$ cat src/rtl/fp_mul_booth_seq_pkg.sv
// Shared definitions for the iterative radix-4 Booth significand multiplier.
// Holds the step-count derivation, the FSM state type and the Booth digit encoding.
package fp_mul_pkg;
  localparam int FRAC_W_DEF = 23;
  localparam int TAG_W_DEF  = 14;

  // One radix-4 digit per two multiplier bits; the extra guard keeps the top digit non-negative.
  function automatic int booth_steps(input int n);
    return (n + 2) / 2;
  endfunction

  typedef enum logic [1:0] {IDLE = 2'd0, BUSY = 2'd1, DONE = 2'd2} mul_state_t;

  typedef enum logic [2:0] {
    BD_ZERO = 3'd0,
    BD_PM   = 3'd1,
    BD_P2M  = 3'd2,
    BD_NM   = 3'd3,
    BD_N2M  = 3'd4
  } booth_dig_t;

  function automatic booth_dig_t booth_decode(input logic [2:0] b);
    case (b)
      3'b001, 3'b010: return BD_PM;
      3'b011:         return BD_P2M;
      3'b100:         return BD_N2M;
      3'b101, 3'b110: return BD_NM;
      default:        return BD_ZERO;
    endcase
  endfunction
endpackage

$ cat src/rtl/fp_mul_booth_seq_if.sv
// Operand/product handshake bundle between the FP multiplier front end and normalise.
interface fp_mul_booth_seq_if
  import fp_mul_pkg::*;
#(
  parameter int FRAC_W = FRAC_W_DEF,
  parameter int TAG_W  = TAG_W_DEF
);
  localparam int N = FRAC_W + 1;

  logic              in_valid;
  logic              in_ready;
  logic              hid_x;
  logic [FRAC_W-1:0] frc_X;
  logic              hid_y;
  logic [FRAC_W-1:0] frc_Y;
  logic [TAG_W-1:0]  tag_in;
  logic              out_valid;
  logic              out_ready;
  logic [2*N-1:0]    frc_Z_full;
  logic              norm_n;
  logic [TAG_W-1:0]  tag_out;

  modport master (
    output in_valid, hid_x, frc_X, hid_y, frc_Y, tag_in, out_ready,
    input  in_ready, out_valid, frc_Z_full, norm_n, tag_out
  );

  modport slave (
    input  in_valid, hid_x, frc_X, hid_y, frc_Y, tag_in, out_ready,
    output in_ready, out_valid, frc_Z_full, norm_n, tag_out
  );
endinterface

$ cat src/rtl/fp_mul_booth_seq_digit.sv
// Radix-4 Booth recoder: three multiplier bits select 0, +-M or +-2M as an N+3 bit addend.
module booth_r4_digit
  import fp_mul_pkg::*;
#(
  parameter int N = FRAC_W_DEF + 1
) (
  input  logic [2:0]          bits,
  input  logic [N-1:0]        m,
  output logic signed [N+2:0] addend
);
  logic [N+2:0] m1, m2;

  assign m1 = {3'b000, m};
  assign m2 = {2'b00, m, 1'b0};

  always_comb begin
    addend = '0;
    case (booth_decode(bits))
      BD_PM:   addend = m1;
      BD_P2M:  addend = m2;
      BD_NM:   addend = -m1;
      BD_N2M:  addend = -m2;
      default: addend = '0;
    endcase
  end
endmodule

$ cat src/rtl/fp_mul_booth_seq.sv
// Multi-cycle radix-4 Booth significand multiplier, one digit per clock, valid/ready on both sides.
// The raw 2N-bit product and its MSB (norm_n) feed the normalise/round stage.
module fp_mul_booth_seq
  import fp_mul_pkg::*;
#(
  parameter int FRAC_W     = FRAC_W_DEF,
  parameter int TAG_W      = TAG_W_DEF,
  parameter bit EARLY_ZERO = 1'b1
) (
  input  logic clk,
  input  logic rst_n,
  fp_mul_booth_seq_if.slave bus
);
  localparam int N     = FRAC_W + 1;
  localparam int STEPS = booth_steps(N);
  localparam int QW    = 2 * STEPS;
  localparam int AW    = N + 3;
  localparam int CW    = AW + QW;
  localparam int CNT_W = $clog2(STEPS);

  mul_state_t        state, state_nx;
  logic [N-1:0]      m_q;
  logic [AW-1:0]     acc_q;
  logic [QW-1:0]     q_q;
  logic              qm1_q;
  logic [CNT_W-1:0]  cnt_q;
  logic              zero_q;
  logic [2*N-1:0]    res_q;
  logic [TAG_W-1:0]  tag_q;

  logic              accept, last;
  logic signed [AW-1:0] addend;
  logic [AW-1:0]     sum;
  logic [CW-1:0]     comb_nx;
  logic [N-1:0]      x_sig, y_sig;

  assign x_sig  = {bus.hid_x, bus.frc_X};
  assign y_sig  = {bus.hid_y, bus.frc_Y};
  assign accept = (state == IDLE) && bus.in_valid;
  assign last   = (state == BUSY) && (zero_q || (cnt_q == CNT_W'(STEPS - 1)));

  booth_r4_digit #(.N(N)) u_digit (
    .bits   ({q_q[1:0], qm1_q}),
    .m      (m_q),
    .addend (addend)
  );

  // Add the digit to the upper half, then arithmetic-shift {acc,Q} right by two.
  assign sum     = acc_q + $unsigned(addend);
  assign comb_nx = {sum[AW-1], sum[AW-1], sum, q_q[QW-1:2]};

  always_ff @(posedge clk or negedge rst_n) begin
    if (!rst_n) state <= IDLE;
    else        state <= state_nx;
  end

  always_comb begin
    state_nx = state;
    case (state)
      IDLE:    if (bus.in_valid)  state_nx = BUSY;
      BUSY:    if (last)          state_nx = DONE;
      DONE:    if (bus.out_ready) state_nx = IDLE;
      default: state_nx = IDLE;
    endcase
  end

  always_comb begin
    bus.in_ready  = (state == IDLE);
    bus.out_valid = (state == DONE);
  end

  always_ff @(posedge clk or negedge rst_n) begin
    if (!rst_n) begin
      m_q    <= '0;
      acc_q  <= '0;
      q_q    <= '0;
      qm1_q  <= 1'b0;
      cnt_q  <= '0;
      zero_q <= 1'b0;
      res_q  <= '0;
      tag_q  <= '0;
    end else if (accept) begin
      m_q    <= x_sig;
      acc_q  <= '0;
      q_q    <= {{(QW-N){1'b0}}, y_sig};
      qm1_q  <= 1'b0;
      cnt_q  <= '0;
      zero_q <= EARLY_ZERO && ((x_sig == '0) || (y_sig == '0));
      tag_q  <= bus.tag_in;
    end else if (state == BUSY) begin
      acc_q <= comb_nx[CW-1:QW];
      q_q   <= comb_nx[QW-1:0];
      qm1_q <= q_q[1];
      cnt_q <= cnt_q + CNT_W'(1);
      if (last) res_q <= zero_q ? '0 : comb_nx[2*N-1:0];
    end
  end

  assign bus.frc_Z_full = res_q;
  assign bus.norm_n     = res_q[2*N-1];
  assign bus.tag_out    = tag_q;
endmodule

$ cat src/flat_wrapper.sv
// flat-port wrapper written by rule: the top's interface ports become plain ports
module fp_mul_booth_seq_flat import fp_mul_pkg::*;
#(
  parameter int FRAC_W     = FRAC_W_DEF,
  parameter int TAG_W      = TAG_W_DEF,
  parameter bit EARLY_ZERO = 1'b1
)
  (clk, rst_n, bus_in_valid, bus_hid_x, bus_frc_X, bus_hid_y, bus_frc_Y, bus_tag_in, bus_out_ready, bus_in_ready, bus_out_valid, bus_frc_Z_full, bus_norm_n, bus_tag_out);
  fp_mul_booth_seq_if #(.FRAC_W(FRAC_W), .TAG_W(TAG_W)) bus_i ();
  input  logic clk;
  input  logic rst_n;
  input wire logic [$bits(bus_i.in_valid)-1:0] bus_in_valid;
  input wire logic [$bits(bus_i.hid_x)-1:0] bus_hid_x;
  input wire logic [$bits(bus_i.frc_X)-1:0] bus_frc_X;
  input wire logic [$bits(bus_i.hid_y)-1:0] bus_hid_y;
  input wire logic [$bits(bus_i.frc_Y)-1:0] bus_frc_Y;
  input wire logic [$bits(bus_i.tag_in)-1:0] bus_tag_in;
  input wire logic [$bits(bus_i.out_ready)-1:0] bus_out_ready;
  output wire logic [$bits(bus_i.in_ready)-1:0] bus_in_ready;
  output wire logic [$bits(bus_i.out_valid)-1:0] bus_out_valid;
  output wire logic [$bits(bus_i.frc_Z_full)-1:0] bus_frc_Z_full;
  output wire logic [$bits(bus_i.norm_n)-1:0] bus_norm_n;
  output wire logic [$bits(bus_i.tag_out)-1:0] bus_tag_out;
  assign bus_i.in_valid = bus_in_valid;
  assign bus_i.hid_x = bus_hid_x;
  assign bus_i.frc_X = bus_frc_X;
  assign bus_i.hid_y = bus_hid_y;
  assign bus_i.frc_Y = bus_frc_Y;
  assign bus_i.tag_in = bus_tag_in;
  assign bus_i.out_ready = bus_out_ready;
  assign bus_in_ready = bus_i.in_ready;
  assign bus_out_valid = bus_i.out_valid;
  assign bus_frc_Z_full = bus_i.frc_Z_full;
  assign bus_norm_n = bus_i.norm_n;
  assign bus_tag_out = bus_i.tag_out;
  fp_mul_booth_seq #(.FRAC_W(FRAC_W), .TAG_W(TAG_W), .EARLY_ZERO(EARLY_ZERO)) u_core (.clk(clk), .rst_n(rst_n), .bus(bus_i));
endmodule
$ cat config.mk
export PLATFORM = sky130hd
export DESIGN_NAME = fp_mul_booth_seq_flat
export DESIGN_NICKNAME = d
export VERILOG_FILES = /design/src/rtl/fp_mul_booth_seq_pkg.sv /design/src/rtl/fp_mul_booth_seq_if.sv /design/src/rtl/fp_mul_booth_seq_digit.sv /design/src/rtl/fp_mul_booth_seq.sv /design/src/flat_wrapper.sv
export SDC_FILE = /design/constraint.sdc
export NUM_CORES = 1
export LEC_CHECK = 0
export ABC_AREA = 0
export BUFFER_PORTS_ARGS = -buffer_cell sky130_fd_sc_hd__buf_2
export CAP_MARGIN = 20
export CELL_PAD_IN_SITES_DETAIL_PLACEMENT = 0
export CELL_PAD_IN_SITES_GLOBAL_PLACEMENT = 1
export CORE_MARGIN = 3
export CORE_UTILIZATION = 39
export CTS_CLUSTER_DIAMETER = 80
export CTS_CLUSTER_SIZE = 10
export DETAILED_ROUTE_END_ITERATION = 16
export PLACE_DENSITY_LB_ADDON = 0.1
export RECOVER_POWER = 100
export SYNTH_ARGS = -nofsm -noshare
export SYNTH_HDL_FRONTEND = slang
export SYNTH_SLANG_ARGS = --single-unit
$ cat constraint.sdc
create_clock -name clk -period 3.79 [get_ports clk]
set_input_delay 0 -clock clk [delete_from_list [all_inputs] [get_ports clk]]
set_output_delay 0 -clock clk [all_outputs]
set_load 0.005 [all_outputs]
## After elaboration in Yosys (flattened, before gate mapping)

Index checks and enable logic that the tools add are counted.

- Latch bits: 0
- Memories: 0
- Register bits after elaboration: 147
- Output and inout port bits: 65
- RAM bits: 0
- Input bits: 66
- Memory bits (read-only): 0

- Order comparisons: 0
- Divide/modulo/power cells: 0
- Reduce and logical (&&, ||, !) cells: 12
- Multiply operators: 0
- Multiplexer cells: 15
- Bitwise gates (word level): 1
- Add/sub/neg operators: 4
- Shift operators: 0
- Equal/unequal tests: 16

Operator list:

| cell | count |
|---|---|
| 27-bit case mux with 4 select lines | 1 |
| 27-bit 2-to-1 mux | 2 |
| 26-bit 2-to-1 mux | 2 |
| 24-bit zero test | 2 |
| 48-bit 2-to-1 mux | 1 |
| 27-bit adder | 1 |
| 24-bit negator with 27-bit output | 1 |
| 25-bit negator with 27-bit output | 1 |
| 3-bit by 2-bit == test with 1-bit output, second input constant | 4 |
| 3-bit == test, second input constant | 4 |
| 3-bit case mux with 4 select lines | 1 |
| 4-bit 2-to-1 mux | 2 |
| 3-bit by 1-bit == test with 1-bit output, second input constant | 2 |
| 2-bit 2-to-1 mux | 3 |
| 2-bit case mux with 3 select lines | 1 |
| 3-bit AND reduction | 2 |
| 4-bit by 1-bit adder with 4-bit output, second input constant | 1 |
| 4-bit == test, second input constant | 1 |
| 2-bit != test, second input constant | 2 |
| 2-bit OR reduction | 2 |
| 2-bit by 1-bit == test with 1-bit output, second input constant | 1 |
| 2-bit == test, second input constant | 1 |
| 1-bit logical AND | 2 |
| 2-bit zero test | 1 |
| other kinds (5) | 7 |

## Depth between registers and ports, before layout

Gate-level depths: netlist of run 1.

- Word-level depth: 8
- Mapped depth: 19
- Gate-level depth less buffers: 17

## Modules after synthesis

Synthesis of run 1 repeated with hierarchy kept, for this count alone.

- Cell total of the unflattened synthesis: 1077
- Area total of the unflattened synthesis: 9041.2 um^2

Modules (own cells, without submodules):

| module | sequential area each (um^2) | area each (um^2) | times used | cells an instance |
|---|---|---|---|---|
| fp_mul_booth_seq | 3628.5 | 7241.9 | 1 | 801 |
| booth_r4_digit | 0.0 | 1799.2 | 1 | 276 |

## Least setup slack after synthesis of run 1

Ideal clock, no wire load.

- Kind: register to register
- From: register u_core.m_q[14]
- To: register u_core.acc_q[25]
- Period minus slack after synthesis: 4149 ps
- Path buffers: 3
- Setup time: 132 ps
- Arrival: 4017 ps
- Cell stages (with the launch flop): 19
- Path slack: -359 ps
- Cell sequence: dfrtp_1 -> buf_6 -> or3_1 -> or3_4 -> or2_1 -> buf_6 -> o31ai_4 -> xor2_1 -> o21ai_1 -> a221o_1 -> ha_1 -> clkbuf_1 -> nand2_1 -> o21ai_0 -> a221o_1 -> a221o_1 -> or2_1 -> a221oi_1 -> o21ai_1

- Longest elaborated chain between the ends: 5
- Elaborated cells on any way between the ends: 6

RTL lines:

| item | line | text |
|---|---|---|
| start, declared | fp_mul_booth_seq.sv:22 | `logic [N-1:0] m_q;` |
| start signal, assigned | fp_mul_booth_seq.sv:83 | `m_q <= x_sig;` |
| 25-bit negator with 27-bit output or 24-bit negator with 27-bit output (tied branches) | fp_mul_booth_seq_digit.sv:22, fp_mul_booth_seq_digit.sv:21 |  |
| 27-bit case mux with 4 select lines * | fp_mul_booth_seq_digit.sv:18 | `case (booth_decode(bits))` |
| 27-bit adder * | fp_mul_booth_seq.sv:49 | `assign sum = acc_q + $unsigned(addend);` |
| 27-bit 2-to-1 mux * | fp_mul_booth_seq.sv:90 | `end else if (state == BUSY) begin` |
| 27-bit 2-to-1 mux * | fp_mul_booth_seq.sv:82 | `end else if (accept) begin` |
| end signal, assigned | fp_mul_booth_seq.sv:91 | `acc_q <= comb_nx[CW-1:QW];` |
| end, declared | fp_mul_booth_seq.sv:23 | `logic [AW-1:0] acc_q;` |

Every way passes the cells marked *; elsewhere a longest branch is shown, timed or not. The select of a mux whose other input is x is not followed.
A chain may end at the register's enable or synchronous reset.

## Final worst setup path of run 1

- From: register u_core.m_q[16]
- To: register u_core.acc_q[25]

The elaborated chain is that of the path after synthesis.

==> out/qor.csv, run 1 <==
stage,metric,value,unit
grt,grt_pass1_vias,8290,
timing,setup_viol,9,
synth,synth_warnings,0,
setup_path,cp.arrival,4.31,ns
pwr,power.total,13.25,mW
synth,synth_xor_area_share,4.630,%
synth,synthTopCellsByCount,"nand2_1, dfrtp_1, o21ai_0",
grt,grt_use_met3,3.421,%
drt,via_per_inst,5.287,
synth,synth-simple-area-share,22.57,%
synth,synth_cell_type_count,66,
grt,grt-ovfl-total,0,
layout,postLayoutCellArea,12270,sq um
die,die_area,24140,sq um
layout,syn2layout_area_growth,41.03,%
grt,met1_usage,32.57,%
timing,worst_pin_slew,2.110,ns
layout,instances_no_fill,1636,
pwr,irDropWorstVdd,429.5,uV
timing,rsz0062_at_grt,yes,
clock_network,numClockSinks,145,
timing,min_period,3.995,ns
setup_path,cp_top_family,simple AND/OR/NAND/NOR gates,
layout,diodes,0,
layout,nNetsFinal,1440,
setup_path,crit_chain,or3_4 > or3_4 > or2_4 > o21ai_2 > xor2_1 > o32ai_1 > a221o_1 > ha_4 > buf_6 > nand4_1 > or4_4 > o21bai_1 > a221o_1 > nor4b_1 > a221oi_2 > o21ai_1,
clock_network,cts_tree,done,
clock_network,h-tree-depth,4,
setup_path,start_kind,flip-flop,
setup_path,cp.required,4.10,ns
placement,place_hpwl,18720,um
status,status,finished with violations,
placement,place_congestion,0.9361,
die,ios,131,
timing,finalSetupTns,-0.5288,ns
timing,max_freq,250.3,MHz
placement,dp_cells,1519,
setup_path,slowest_delay,0.50,ns
grt,grt_max_degree,80,
grt,grt.total_usage,22.26,%
drt,wl_per_cell,16.70,um
drt,ant_nets,0,
timing,fin_crit_sh,105.4,%
clock_network,clk_latency,0.43,ns
timing,slew_headroom,-40.64,%
clock_network,clkSlewWorstSetupHoldPaths,0.07,ns
synth,synth_top_family_by_area,simple AND/OR/NAND/NOR gates,
setup_path,crit_slowest_cell,or4_4,
synth,yosysSeqAreaShare,41.70,%
timing,layout_setup_ws,-0.2054,ns
synth,ys_seq_elements,145,
synth,netlist_area,8702,sq um
setup_path,cp_max_fo,6,
synth,yosysMostFrequentCell,nand2_1,
drt,drt_iter0_markers,586,
placement,io_buffers,130,
setup_path,end_kind,flip-flop,
drt,drc,0,
job,maxCapViolCount,2,
status,violations,"capacitance limit, slew limit, setup timing",
layout,fillerInstances,2036,
die,die_w,155.4,um
grt,antenna_found_initial,0,
grt,use_met2,34.99,%
drt,vias,8649,
die,coreArea,21890,sq um
synth,synth_top_area_share,41.70,%
pwr,powerDensity,1080,nW/um^2
setup_path,crit_buf_inv,1,
timing,fin_worst_skew,0.01341,ns
synth,syn_nets,1137,
synth,synthFlopType,dfrtp_1,
timing,final_hold_viol_count,0,
placement,postPlaceCellArea,10470,sq um
synth,synthArstFlopShare,100.0,%
hold_path,hold_path_class,input port to flip-flop,
drt,drt_first_pass_iters,5,
timing,drv_slew,124,
grt,grt_first_pass_wirelength,43580,um
synth,synth_edf_count,0,
pwr,p_leak,5.787,nW
synth,syn_avg_cell_area,8.359,sq um
die,fp.dieH,155.4,um
grt,top_usage_layer,met2,
layout,post-route-util,56.06,%
synth,synth_top_cell_by_area,dfrtp_1,
drt,finalWirelength,27330,um
die,start_util,39.75,%
synth,synth_cells,1041,
synth,muxShareOfSynthArea,0.3451,%
clock_network,cts_root_buf,clkbuf_16,
setup_path,path_class,flip-flop to flip-flop,
die,rows,54,
clock_network,cts.path.max_buffers,2,
layout,drive_above_1_share,29.50,%
clock_network,numCtsBuffers,17,
synth,synth_compound_area_share,21.48,%
synth,synth_area_leaders,"dfrtp_1, nand2_1, o21ai_0",
synth,synthAdderAreaFrac,4.400,%
-- power breakdown --
part,leakage (nW),total (mW),switching (mW),internal (mW)
clock network,0.257,1.62,0.765,0.856
registers,1.85,2.73,0.500,2.23
logic,3.68,8.90,4.81,4.09
total,5.79,13.3,6.08,7.17
-- area by class of cell --
type / instances / area [sq um] / area share, %
Timing Repair Buffer: 362 / 2527 / 20.59
Tap cell: 280 / 350.3 / 2.855
Sequential cell: 145 / 3630 / 29.57
Inverter: 14 / 52.55 / 0.4282
Multi-Input combinational cell: 804 / 5165 / 42.08
Clock buffer: 17 / 425.4 / 3.466
Clock inverter: 14 / 122.6 / 0.9991
-- sequential cells by signal (all words and copies together) (netlist names) --
register               cells
u_core.m_q                24
u_core.bus.frc_Z_full     48
u_core.bus.tag_out        14
u_core.acc_q              25
u_core.q_q                26
u_core.zero_q              1
u_core.cnt_q               4
u_core.state               2
u_core.qm1_q               1
-- tightest hold or removal path, delay by kind of cell --
family	cells	cell delay (ns)
buffers and inverters	2	0.42
AO/OA/AOI/OAI	1	0.17
AND/OR/NAND/NOR	1	0.04
-- final timing paths --
check / start / endpoint / slack, ns / cells past startpoint
worst max-delay path: u_core.m_q[16]$_DFFE_PN0P_ / u_core.acc_q[25]$_DFFE_PN0P_ / -0.21 / 16
worst min-delay path: bus_in_valid / u_core.state[0]$_DFFE_PN0P_ / 0.27 / 4
worst max register to register: u_core.m_q[16]$_DFFE_PN0P_ / u_core.acc_q[25]$_DFFE_PN0P_ / -0.21 / 16
worst min register to register: u_core.bus.tag_out[8]$_DFFE_PN0P_ / u_core.bus.tag_out[8]$_DFFE_PN0P_ / 0.47 / 2
max in group asynchronous: rst_n / u_core.bus.frc_Z_full[45]$_DFFE_PN0P_ / 0.94 / 3
min in group asynchronous: rst_n / u_core.acc_q[7]$_DFFE_PN0P_ / 0.70 / 2
-- layout by cell type (no fill, tap or decap), drive strengths merged, types with 7 or more instances in the layout --
cell         count
nand2          261
buf            261
dfrtp          145
o21ai          111
dlygate4sd3     64
clkbuf          54
nor2            43
a21oi           43
a22oi           38
nand2b          30
xnor2           29
ha              29
nand3           24
inv             21
a21o            20
nor4            18
nor3            17
xor2            17
a221oi          13
o31ai           12
nand4           10
o21a             8
a221o            7
or2              7
-- metal layers --
layer	up-vias	share of wire (%)
met5	-	0
met4	0	1.0
met3	27	4.4
met2	241	46
met1	4126	49
li1	4255	-
-- timing repair --
action                     in CTS  in global routing
hold endpoints to repair      141                  0
pin swaps                      27                 43
gates resized for setup        39                 97
buffers inserted                5                 18
setup endpoints to repair      20                 24
hold buffers                   64                  0
-- cell families (layout without fill, tap and decap cells) --
logic type,Yosys count,count (layout)
AND/OR/NAND/NOR,435,435
AO/OA/AOI/OAI,290,290
flip-flops,145,145
buffers and inverters,92,407
XOR/XNOR,46,46
adder cells (fa/ha/maj),30,30
multiplexers,3,3
-- stage by stage --
step | hold WS [ns] | setup WS (ns)
floorplan | -0.2956 | -0.3134
finish | 0.2651 | -0.2054
global placement | 0.1010 | -0.2315
global route | 0.2986 | -0.3545
CTS | 0.2263 | -0.1478
detailed placement | 0.1009 | -0.3006
(Power assumes the default switching activity.)
==> run 2, diff against run 1 <==
--- a/config.mk
+++ b/config.mk
@@ -16,7 +16,7 @@
 export CTS_CLUSTER_SIZE = 10
 export DETAILED_ROUTE_END_ITERATION = 16
 export PLACE_DENSITY_LB_ADDON = 0.1
-export RECOVER_POWER = 100
+export RECOVER_POWER = 50
 export SYNTH_ARGS = -nofsm -noshare
 export SYNTH_HDL_FRONTEND = slang
 export SYNTH_SLANG_ARGS = --single-unit
==> run 2 against run 1 <==
The flow still finishes with violations (capacitance limit, slew limit, setup timing). Via count decreased by 0.25%. Clock power about the same. Clock skew about the same. First-iteration DRC count decreased by 0.68%. Non-clock buffer count unchanged. Critical path type unchanged.
==> out/qor.csv, run 2 (synthesis results as in run 1) <==
stage,metric,value,unit,change
status,status,finished with violations,,
status,violations,"capacitance limit, slew limit, setup timing",,
clock_network,cts.path.max_buffers,2,,unchanged
die,fp.dieH,155.4,um,unchanged
die,start_util,39.75,%,unchanged
pwr,combPwrFrac,67.4,%,+0.2 points
timing,worst_pin_slew,2.109,ns,-0.0009610 ns
drt,via_per_inst,5.273,,-0.25%
setup_path,r2r_slack,-0.22,ns,-0.02 ns
placement,io_buffers,130,,unchanged
layout,final_cell_mix,"nand2_1, buf_4, dfrtp_1",,
timing,layout_setup_ws,-0.2228,ns,-0.01744 ns
die,ios,131,,unchanged
timing,fin_worst_skew,0.01376,ns,+0.0003462 ns
grt,grt_max_degree,80,,unchanged
drt,ant_nets,0,,unchanged
timing,slew_headroom,-40.57,%,+0.064 points
job,maxCapViolCount,1,,-1
setup_path,path_class,flip-flop to flip-flop,,
die,coreArea,21890,sq um,unchanged
drt,drt_first_pass_iters,5,,unchanged
clock_network,numCtsBuffers,17,,unchanged
timing,fin_crit_sh,105.9,%,+0.46 points
hold_path,hold_start,bus_in_valid,,
pwr,irDropWorstVdd,435.5,uV,+1.4%
hold_path,hold_path_class,input port to flip-flop,,
grt,grt_pass1_vias,8290,,unchanged
placement,place_hpwl,18720,um,unchanged
grt,grt.total_usage,22.26,%,unchanged
timing,hold_ws,0.2645,ns,-0.0006850 ns
timing,min_period,4.013,ns,+0.01744 ns
pwr,powerDensity,1082,nW/um^2,+0.20%
clock_network,h-tree-depth,4,,unchanged
setup_path,reg2reg_from,u_core.m_q[16]$_DFFE_PN0P_,,
pwr,p_leak,5.821,nW,+0.58%
pwr,power_frac_seq,20.5,%,about the same
clock_network,clkSlewWorstSetupHoldPaths,0.07,ns,about the same
layout,syn2layout_area_growth,41.78,%,
grt,grt_first_pass_wirelength,43580,um,unchanged
drt,finalWirelength,27300,um,about the same
grt,grt-ovfl-total,0,,unchanged
timing,max_freq,249.2,MHz,-0.43%
pwr,power.total,13.35,mW,+0.74%
clock_network,cts_root_buf,clkbuf_16,,
layout,diodes,0,,unchanged
timing,setup_viol,3,,-6
drt,drc,0,,unchanged
pwr,switching_share,45.69,%,-0.19 points
pwr,power_switching,6.099,mW,+0.33%
drt,wl_per_cell,16.69,um,about the same
setup_path,cp.required,4.10,ns,about the same
clock_network,numClockSinks,145,,unchanged
pwr,clkPwrFrac,12.1,%,about the same
layout,nNetsFinal,1440,,unchanged
layout,largest_reg_flops,48,,unchanged
die,die_w,155.4,um,unchanged
clock_network,cts_tree,done,,
setup_path,crit_start,u_core.m_q[16]$_DFFE_PN0P_,,
grt,antenna_found_initial,0,,unchanged
layout,layout_commonest_cell,nand2_1,,
placement,place_congestion,0.9361,,unchanged
setup_path,cp_max_fo,6,,unchanged
setup_path,end_kind,flip-flop,,
setup_path,start_kind,flip-flop,,
timing,finalSetupTns,-0.2696,ns,+0.2592 ns
timing,final_hold_viol_count,0,,unchanged
die,rows,54,,unchanged
timing,drv_slew,80,,-35%
clock_network,clk_latency,0.43,ns,about the same
setup_path,cp.arrival,4.32,ns,about the same
drt,drt_iter0_markers,582,,-0.68%
layout,drive_above_1_share,30.31,%,+0.81 points
die,die_area,24140,sq um,unchanged
pwr,p_int,7.251,mW,+1.1%
drt,vias,8627,,-0.25%
timing,rsz0062_at_grt,yes,,
==> run 2: critical path: stages (launching register included) <==
cell      delay [ns]
dfrtp_1         0.38
or3_4           0.39
or3_4           0.34
or2_4           0.27
o21ai_2         0.13
xor2_1          0.22
o32ai_1         0.13
a221o_1         0.37
ha_4            0.29
buf_6           0.12
nand4_1         0.11
or4_4           0.50
o21bai_1        0.16
a221o_1         0.15
nor4b_1         0.07
a221oi_2        0.17
o21ai_1         0.09
==> run 2: worst paths after layout <==
check,end,depth (start not counted)
min in group asynchronous,u_core.bus.frc_Z_full[32]$_DFFE_PN0P_,2
min reg2reg,u_core.bus.tag_out[8]$_DFFE_PN0P_,2
min,u_core.state[0]$_DFFE_PN0P_,4
max reg2reg,u_core.acc_q[25]$_DFFE_PN0P_,16
max,u_core.acc_q[25]$_DFFE_PN0P_,16
max in group asynchronous,u_core.cnt_q[2]$_DFFE_PN0P_,3
==> run 2: power by group through the flow <==
| stage | Sequential [mW] | Combinational [mW] | Clock [mW] |
|---|---|---|---|
| 5_1_grt | 2.81 | 9.90 | 1.73 |
| 3_3_place_gp | 2.71 | 7.56 | 0 |
| 2_1_floorplan | 2.65 | 4.60 | 0 |
| 4_1_cts | 2.71 | 7.99 | 1.65 |
| 3_5_place_dp | 2.71 | 7.63 | 0 |
| 6_report | 2.74 | 9.00 | 1.61 |
==> run 2: area by class of cell <==
class,instances,area [sq um]
fillers,2020,9553
multi-input cells,804,5190
clock inverters,14,122.6
clock buffers,17,425.4
flip-flops and latches,145,3630
repair buffers,362,2567
inverters,14,52.55
well taps,280,350.3
==> run 2: what timing repair did <==
action,4_1_cts,5_1_grt
buffers inserted,5,18
pin swaps,27,43
resized for setup,39,97
hold endpoints to repair,141,0
setup endpoints to repair,20,24
hold buffers,64,0
==> run 2: layer usage <==
layer | track usage [%] | vias up | share of wire [%]
met1 | 32.57 | 4118 | 49
met3 | 3.421 | 24 | 4.3
li1 | - | 4261 | -
met4 | 4.877 | 0 | 1.0
met2 | 34.99 | 224 | 46
met5 | 0 | - | 0
==> run 2: per-stage QoR <==
step / cell area (sq um) / cells / setup WS, ns / utilization [%]
after detailed placement: 10470 / 1519 / -0.3006 / 47.82
after global placement: 10470 / 1519 / -0.2315 / 47.82
final: 12340 / 1636 / -0.2228 / 56.36
after floorplan: 8723 / 1041 / -0.3134 / -
after global routing: 12340 / 1636 / -0.3545 / 56.36
after CTS: 11850 / 1618 / -0.1478 / 54.13
